File: src/rtl/bd_handshake_rx.sv
// Purpose: receives 4-phase bundled-data words from the async core and presents them on a valid/ready port.
// Latency: i_req rise -> o_ack/o_valid at edge SYNC_STAGES+1; i_req fall -> o_ack fall at edge SYNC_STAGES+1.
// Backpressure: a full one-entry buffer holds off o_ack (WAIT_BUF) until the word drains.
module bd_handshake_rx #(
    parameter int DWIDTH      = 32,
    parameter int SYNC_STAGES = 2
) (
    input  logic              i_clk,
    input  logic              i_rstn,
    input  logic              i_req,
    input  logic [DWIDTH-1:0] i_data,
    output logic              o_ack,
    output logic              o_valid,
    output logic [DWIDTH-1:0] o_data,
    input  logic              i_ready,
    output logic              o_proto_err
);

    typedef enum logic [1:0] {
        IDLE     = 2'd0,
        WAIT_BUF = 2'd1,
        ACK_HI   = 2'd2
    } state_t;

    state_t                   state_q, state_d;
    logic [SYNC_STAGES-1:0]   sync_q, sync_d;
    logic                     ack_q, ack_d;
    logic                     valid_q, valid_d;
    logic [DWIDTH-1:0]        data_q, data_d;
    logic                     proto_err_q, proto_err_d;
    logic                     req_s;
    logic                     buf_free;
    logic                     load;

    assign req_s    = sync_q[SYNC_STAGES-1];
    assign buf_free = !valid_q || i_ready;

    always_comb begin
        sync_d      = {sync_q[SYNC_STAGES-2:0], i_req};
        state_d     = state_q;
        ack_d       = ack_q;
        proto_err_d = 1'b0;
        load        = 1'b0;

        case (state_q)
            IDLE: begin
                if (req_s) begin
                    if (buf_free) begin
                        load = 1'b1;
                    end else begin
                        state_d = WAIT_BUF;
                    end
                end
            end
            WAIT_BUF: begin
                // Sender gave up before we could acknowledge: drop the word, flag it.
                if (!req_s) begin
                    proto_err_d = 1'b1;
                    state_d     = IDLE;
                end else if (buf_free) begin
                    load = 1'b1;
                end
            end
            ACK_HI: begin
                if (!req_s) begin
                    ack_d   = 1'b0;
                    state_d = IDLE;
                end
            end
            default: begin
                state_d = IDLE;
                ack_d   = 1'b0;
            end
        endcase

        if (load) begin
            state_d = ACK_HI;
            ack_d   = 1'b1;
        end

        valid_d = load ? 1'b1 : (valid_q && !i_ready);
        data_d  = load ? i_data : data_q;
    end

    always_ff @(posedge i_clk or negedge i_rstn) begin
        if (!i_rstn) begin
            state_q     <= IDLE;
            sync_q      <= '0;
            ack_q       <= 1'b0;
            valid_q     <= 1'b0;
            data_q      <= '0;
            proto_err_q <= 1'b0;
        end else begin
            state_q     <= state_d;
            sync_q      <= sync_d;
            ack_q       <= ack_d;
            valid_q     <= valid_d;
            data_q      <= data_d;
            proto_err_q <= proto_err_d;
        end
    end

    assign o_ack       = ack_q;
    assign o_valid     = valid_q;
    assign o_data      = data_q;
    assign o_proto_err = proto_err_q;

endmodule

File: config.mk
export PLATFORM = sky130hd
export DESIGN_NAME = bd_handshake_rx
export DESIGN_NICKNAME = d
export VERILOG_FILES = /design/src/rtl/bd_handshake_rx.sv
export SDC_FILE = /design/constraint.sdc
export NUM_CORES = 1
export LEC_CHECK = 0
export ABC_AREA = 1
export BUFFER_PORTS_ARGS = -buffer_cell sky130_fd_sc_hd__buf_2
export CORE_MARGIN = 2
export CORE_UTILIZATION = 49
export DETAILED_ROUTE_END_ITERATION = 10
export HOLD_SLACK_MARGIN = 0.02
export MAX_ROUTING_LAYER = met4
export PLACE_DENSITY = 0.83
export SYNTH_ARGS = -nofsm -noshare
export SYNTH_HDL_FRONTEND = slang
export SYNTH_SLANG_ARGS = --single-unit
File: constraint.sdc
create_clock -name i_clk -period 3.7 [get_ports i_clk]
set_input_delay 0.185 -clock i_clk [delete_from_list [all_inputs] [get_ports i_clk]]
set_output_delay 0.185 -clock i_clk [all_outputs]
set_load 0.005 [all_outputs]
* After elaboration in Yosys (flattened, before gate mapping) *
Index checks and enable logic that the tools add are counted.

operators by class
  equal/unequal tests = 7
  reduce and logical (&&, ||, !) cells = 9
  $add $sub $neg = 0
  $mul = 0
  mux-type cells = 14
  bitwise logic cells = 0
  $lt $le $gt $ge = 0
  shifts and indexed selects = 0
  divide/modulo/power cells = 0

operators with widths
  operator            number
  $ne 3x3->1 const B  3
  $mux 1              8
  $mux 2              4
  $pmux 2 s2          1
  $reduce_or 2->1     2
  $ne 3x2->1 const B  1
  $reduce_and 3->1    1
  $eq 2x1->1 const B  1
  $eq 2x2->1 const B  1
  $logic_not 1->1     2
  $logic_not 2->1     1
  $ne 2x1->1 const B  1
  $pmux 1 s2          1
  $reduce_and 2->1    1
  $logic_and 1x1->1   1
  $logic_or 1x1->1    1

storage, ports and cells
  bits in read-only memories = 0
  input bits = 36
  bits in registers = 39
  output and inout bits = 35
  memory bits (writable) = 0
  word-level logic and storage cells = 36
  bits in latches = 0
  memories = 0

* Logic depth before layout (Yosys ltp) *
  word-level depth = 7
  gate-level depth with buffers = 10
  gate-level depth less buffers = 9

* Worst setup path before layout *
No wires, ideal clock.

  path kind = reg2reg
  start = register state_q[0]
  end = register state_q[0]
  required time = 3.583 ns
  data arrival time = 1.200 ns
  library setup time = 0.117 ns
  stages on the path, launching flop included = 10
  buffers on the path = 2
  setup slack = 2.383 ns
  period minus slack after synthesis = 1.317 ns
  cell sequence = dfrtp_1 -> inv_1 -> ha_1 -> inv_1 -> nand2_1 -> nand3_2 -> buf_6 -> buf_6 -> nand4_1 -> nand2_1

between the ends
  longest elaborated chain between the ends = 5
  elaborated cells between the ends (all ways) = 12
  classes of those cells = 5 x eq/ne; 3 x mux; 4 x reduce/logical

ends and longest elaborated chain
  what                                                              RTL line  text
  start, declared                                                   25        state_t state_q, state_d;
  start signal, assigned                                            94        state_q <= state_d;
  $eq 2x1->1 / $logic_not 2->1 (equally long branches)              45        case (state_q)
  $reduce_or 2->1 (no source line)                                  n/a
  $mux 1                                                            n/a
  $ne 3x3->1 (no source line) / $ne 3x2->1 (equally long branches)  n/a
  $reduce_and 3->1 (no source line)                                 n/a

Several ways; a longest one is shown, not always the timed one.
A chain may end at the register's enable or synchronous reset.

* Worst setup path after layout *
  start = register state_q[1]
  end = register data_q[0] (netlist: o_data[0])

between the ends
  longest elaborated chain between the ends = 3
  elaborated cells between the ends (all ways) = 4
  classes of those cells = 1 x eq/ne; 1 x mux; 2 x reduce/logical

ends and longest elaborated chain
  what                                                  RTL line  text
  $eq 2x1->1 / $logic_not 2->1 (equally long branches)  45
  $reduce_or 2->1 (no source line) (*)                  n/a
  $mux 1 (*)                                            n/a
  end signal, assigned                                  98        data_q <= data_d;
  end, declared                                         29        logic [DWIDTH-1:0] data_q, data_d;

Every way passes the cells marked *; elsewhere a longest branch is shown, timed or not.

==> impl_metrics.env <==
export IMPL_status="finished clean"
export IMPL_setup_viol=0
export IMPL_final_util_pct=66.2
export IMPL_p_leak_nw=1.22
export IMPL_drv_slew=0
export IMPL_hold_path_class="in -> reg"
export IMPL_synth_top_area_cell="dfrtp_1"
export IMPL_finalHoldViolations=0
export IMPL_timing_fmax_mhz=523
export IMPL_endpoint_kind="flip-flop"
export IMPL_synth_edf_count=0
export IMPL_io_pins=71
export IMPL_ys_seq_elements=39
export IMPL_die_area_um2=3700
export IMPL_synth_top_area_share_pct=61.6
export IMPL_track_usage_pct=18.0
export IMPL_fill_cells=291
export IMPL_rrSetupSlack_ps=1790
export IMPL_whs_ps=80.2
export IMPL_dieHeight_um=60.9
export IMPL_vias_per_cell=4.27
export IMPL_rr_worst_depth=7
export IMPL_required_ps=3940
export IMPL_r2r_start="state_q[1]"
export IMPL_yosys_warnings=0
export IMPL_synth_common_cells="45 x nand2_1, 39 x dfrtp_1, 38 x inv_1, 26 x o21ai_0, 6 x o21ai_2"
export IMPL_fp_coreArea_um2=3050
export IMPL_die_width_um=60.9
export IMPL_wl_per_cell_um=9.92
export IMPL_grt_pass1_vias=1142
export IMPL_async_flop_share_pct=100
export IMPL_cts_tree="built"
export IMPL_cts_root_buffer="clkbuf_4"
export IMPL_std_cell_rows=20
export IMPL_grt_max_degree=42
export IMPL_post_dp_cell_area_um2=1950
export IMPL_ys_seq_area_share_pct=61.6
export IMPL_startpoint_type="flip-flop"
export IMPL_synth_area_um2=1580
export IMPL_clkTransAtPathRegs_ps=100
export IMPL_cp_endpoint="o_data[0]"
export IMPL_h_tree_depth=2
export IMPL_ys_flop_type="dfrtp_1"
export IMPL_synth_most_common_cell="nand2_1"
export IMPL_diodes=0
export IMPL_relSlewSlack_pct=46.7
export IMPL_cp_slowest_cell="dfrtp_1"
export IMPL_ff_latch_area_um2=976
export IMPL_fin_setup_tns_ps=0
export IMPL_clkLatencyLatePin_ps=330
export IMPL_fin_worst_skew_ps=6.87
export IMPL_gp_congestion=0.719
export IMPL_worstSetupPathType="reg -> reg"
export IMPL_cp_arrival_ps=2150
export IMPL_drt_first_pass_iters=4
export IMPL_cpMostUsedCell="inv_1"
export IMPL_post_cts_buffers=0
export IMPL_fin_crit_ps=1910
export IMPL_syn_num_nets=208
export IMPL_worstReg2RegEnd="o_data[0]"
export IMPL_crit_path_start="state_q[1]"
export IMPL_critPathMaxStageDelay_ps=420
export IMPL_p_per_area_nw_per_um2=721
export IMPL_cts_buffers=5
export IMPL_synthCells=169
export IMPL_crit_fanout=41
export IMPL_drive_gt1_share_pct=35.0
export IMPL_grt_overflow_total=0
export IMPL_clock_sinks=39
export IMPL_multi_input_area_um2=420
export IMPL_synthDistinctLibCells=14
export IMPL_vias=1226
export IMPL_max_cap_viol_count=0
export IMPL_nets=281
export IMPL_drc=0
export IMPL_rsz0062_at_grt="false"
export IMPL_areaGrowthSynthToFinish_pct=27.6
export IMPL_postRouteAntennaNets=0
export IMPL_crit_chain="inv_1 > ha_1 > inv_1 > nand2_1 > nand3_2 > buf_4 > o21ai_0"
export IMPL_cts_max_path_buffers=2
export IMPL_ir_worst_vdd_v=0.000377
export IMPL_grt_pass1_wl_um=4700
export IMPL_fin_crit_sh_pct=51.7
export IMPL_drtIter0Drc=69
export IMPL_synth_area_top_cells="dfrtp_1 62%, nand2_1 11%, inv_1 9.0%"
export IMPL_dp_hpwl_um=2090
export IMPL_antenna_found_initial=0
export IMPL_worst_pin_slew_ps=799
export IMPL_syn_area_per_cell_um2=9.37
export IMPL_wirelength_um=2850
export IMPL_final_area_um2=2020
export IMPL_initial_core_util_pct=51.9
export IMPL_io_buffers=70
-- final cells by class --
cell class | instances | area share [%]
Inverter | 38 | 7.05
Tap cell | 44 | 2.72
Clock inverter | 1 | 0.248
Timing Repair Buffer | 73 | 18.7
Multi-Input combinational cell | 85 | 20.8
Sequential cell | 39 | 48.3
Clock buffer | 7 | 2.23
-- logic make-up after synthesis --
logic type,count (synthesis),synth area share [%]
and+or+nand+nor,50,12.6
DFF,39,61.6
buffers and inverters,45,11.8
AOI/OAI and AO/OA,32,11.5
adders and majority gates,3,2.37
-- what timing repair did --
action,in CTS,in global routing
hold buffers,2,0
gates resized for setup,0,0
hold endpoints to repair,40,0
-- cells in the final DEF (no fill, tap or decap) --
cell type / n
o21ai_0: 26
or2_2: 1
nor2_1: 1
ha_1: 3
dfrtp_1: 39
nand3_1: 1
inv_1: 38
nand4_1: 1
nand3_2: 1
clkbuf_1: 2
clkbuf_4: 5
buf_2: 70
nand2_1: 45
o21ai_2: 6
dlygate4sd3_1: 2
buf_4: 1
clkinv_2: 1
-- per-layer routing --
metal  global-route usage (%)  routed length, µm  vias up
met5                        -                  0        -
met4                     4.66                 34        0
met3                     5.97                238        5
met2                     28.0               1250       58
met1                     22.8               1320      516
li1                         -                  -      647
-- stage by stage --
step	setup WS (ps)	std cells	power, mW
2_1_floorplan	2380	169	1.04
3_3_place_gp	1860	277	1.25
3_5_place_dp	1800	277	1.28
4_1_cts	1770	287	1.48
5_1_grt	1570	287	1.61
6_report	1790	287	1.46
-- power by group --
| part | switching [mW] | total (mW) | leakage [nW] | internal, mW |
|---|---|---|---|---|
| registers | 0.101 | 0.717 | 0.483 | 0.616 |
| clock network | 0.123 | 0.197 | 0.0293 | 0.0741 |
| logic | 0.295 | 0.545 | 0.706 | 0.250 |
| total | 0.518 | 1.46 | 1.22 | 0.940 |
-- flip-flops by register name (all words and copies together) (netlist names) --
signal and count:
o_proto_err 1, o_valid 1, state_q 2, sync_q 2
o_ack 1, o_data 32
-- worst max-delay path, delay by kind of cell (launching register included) --
family	cells	cell delay (ps)
AOI/OAI and AO/OA	1	220
adders and majority gates	1	160
and+or+nand+nor	2	430
DFF	1	420
buffers and inverters	3	560
-- worst min path at each step --
stage	slack [ps]	end	startpoint	cells past startpoint
after floorplan	-110	o_ack	i_rstn	0
after global placement	300	sync_q[0]	i_req	1
after detailed placement	290	sync_q[0]	i_req	1
after CTS	70	o_data[10]	i_data[10]	3
after global routing	60	o_data[8]	i_data[8]	3
final	80	o_data[10]	i_data[10]	3
Power figures use the tool's default switching activity.
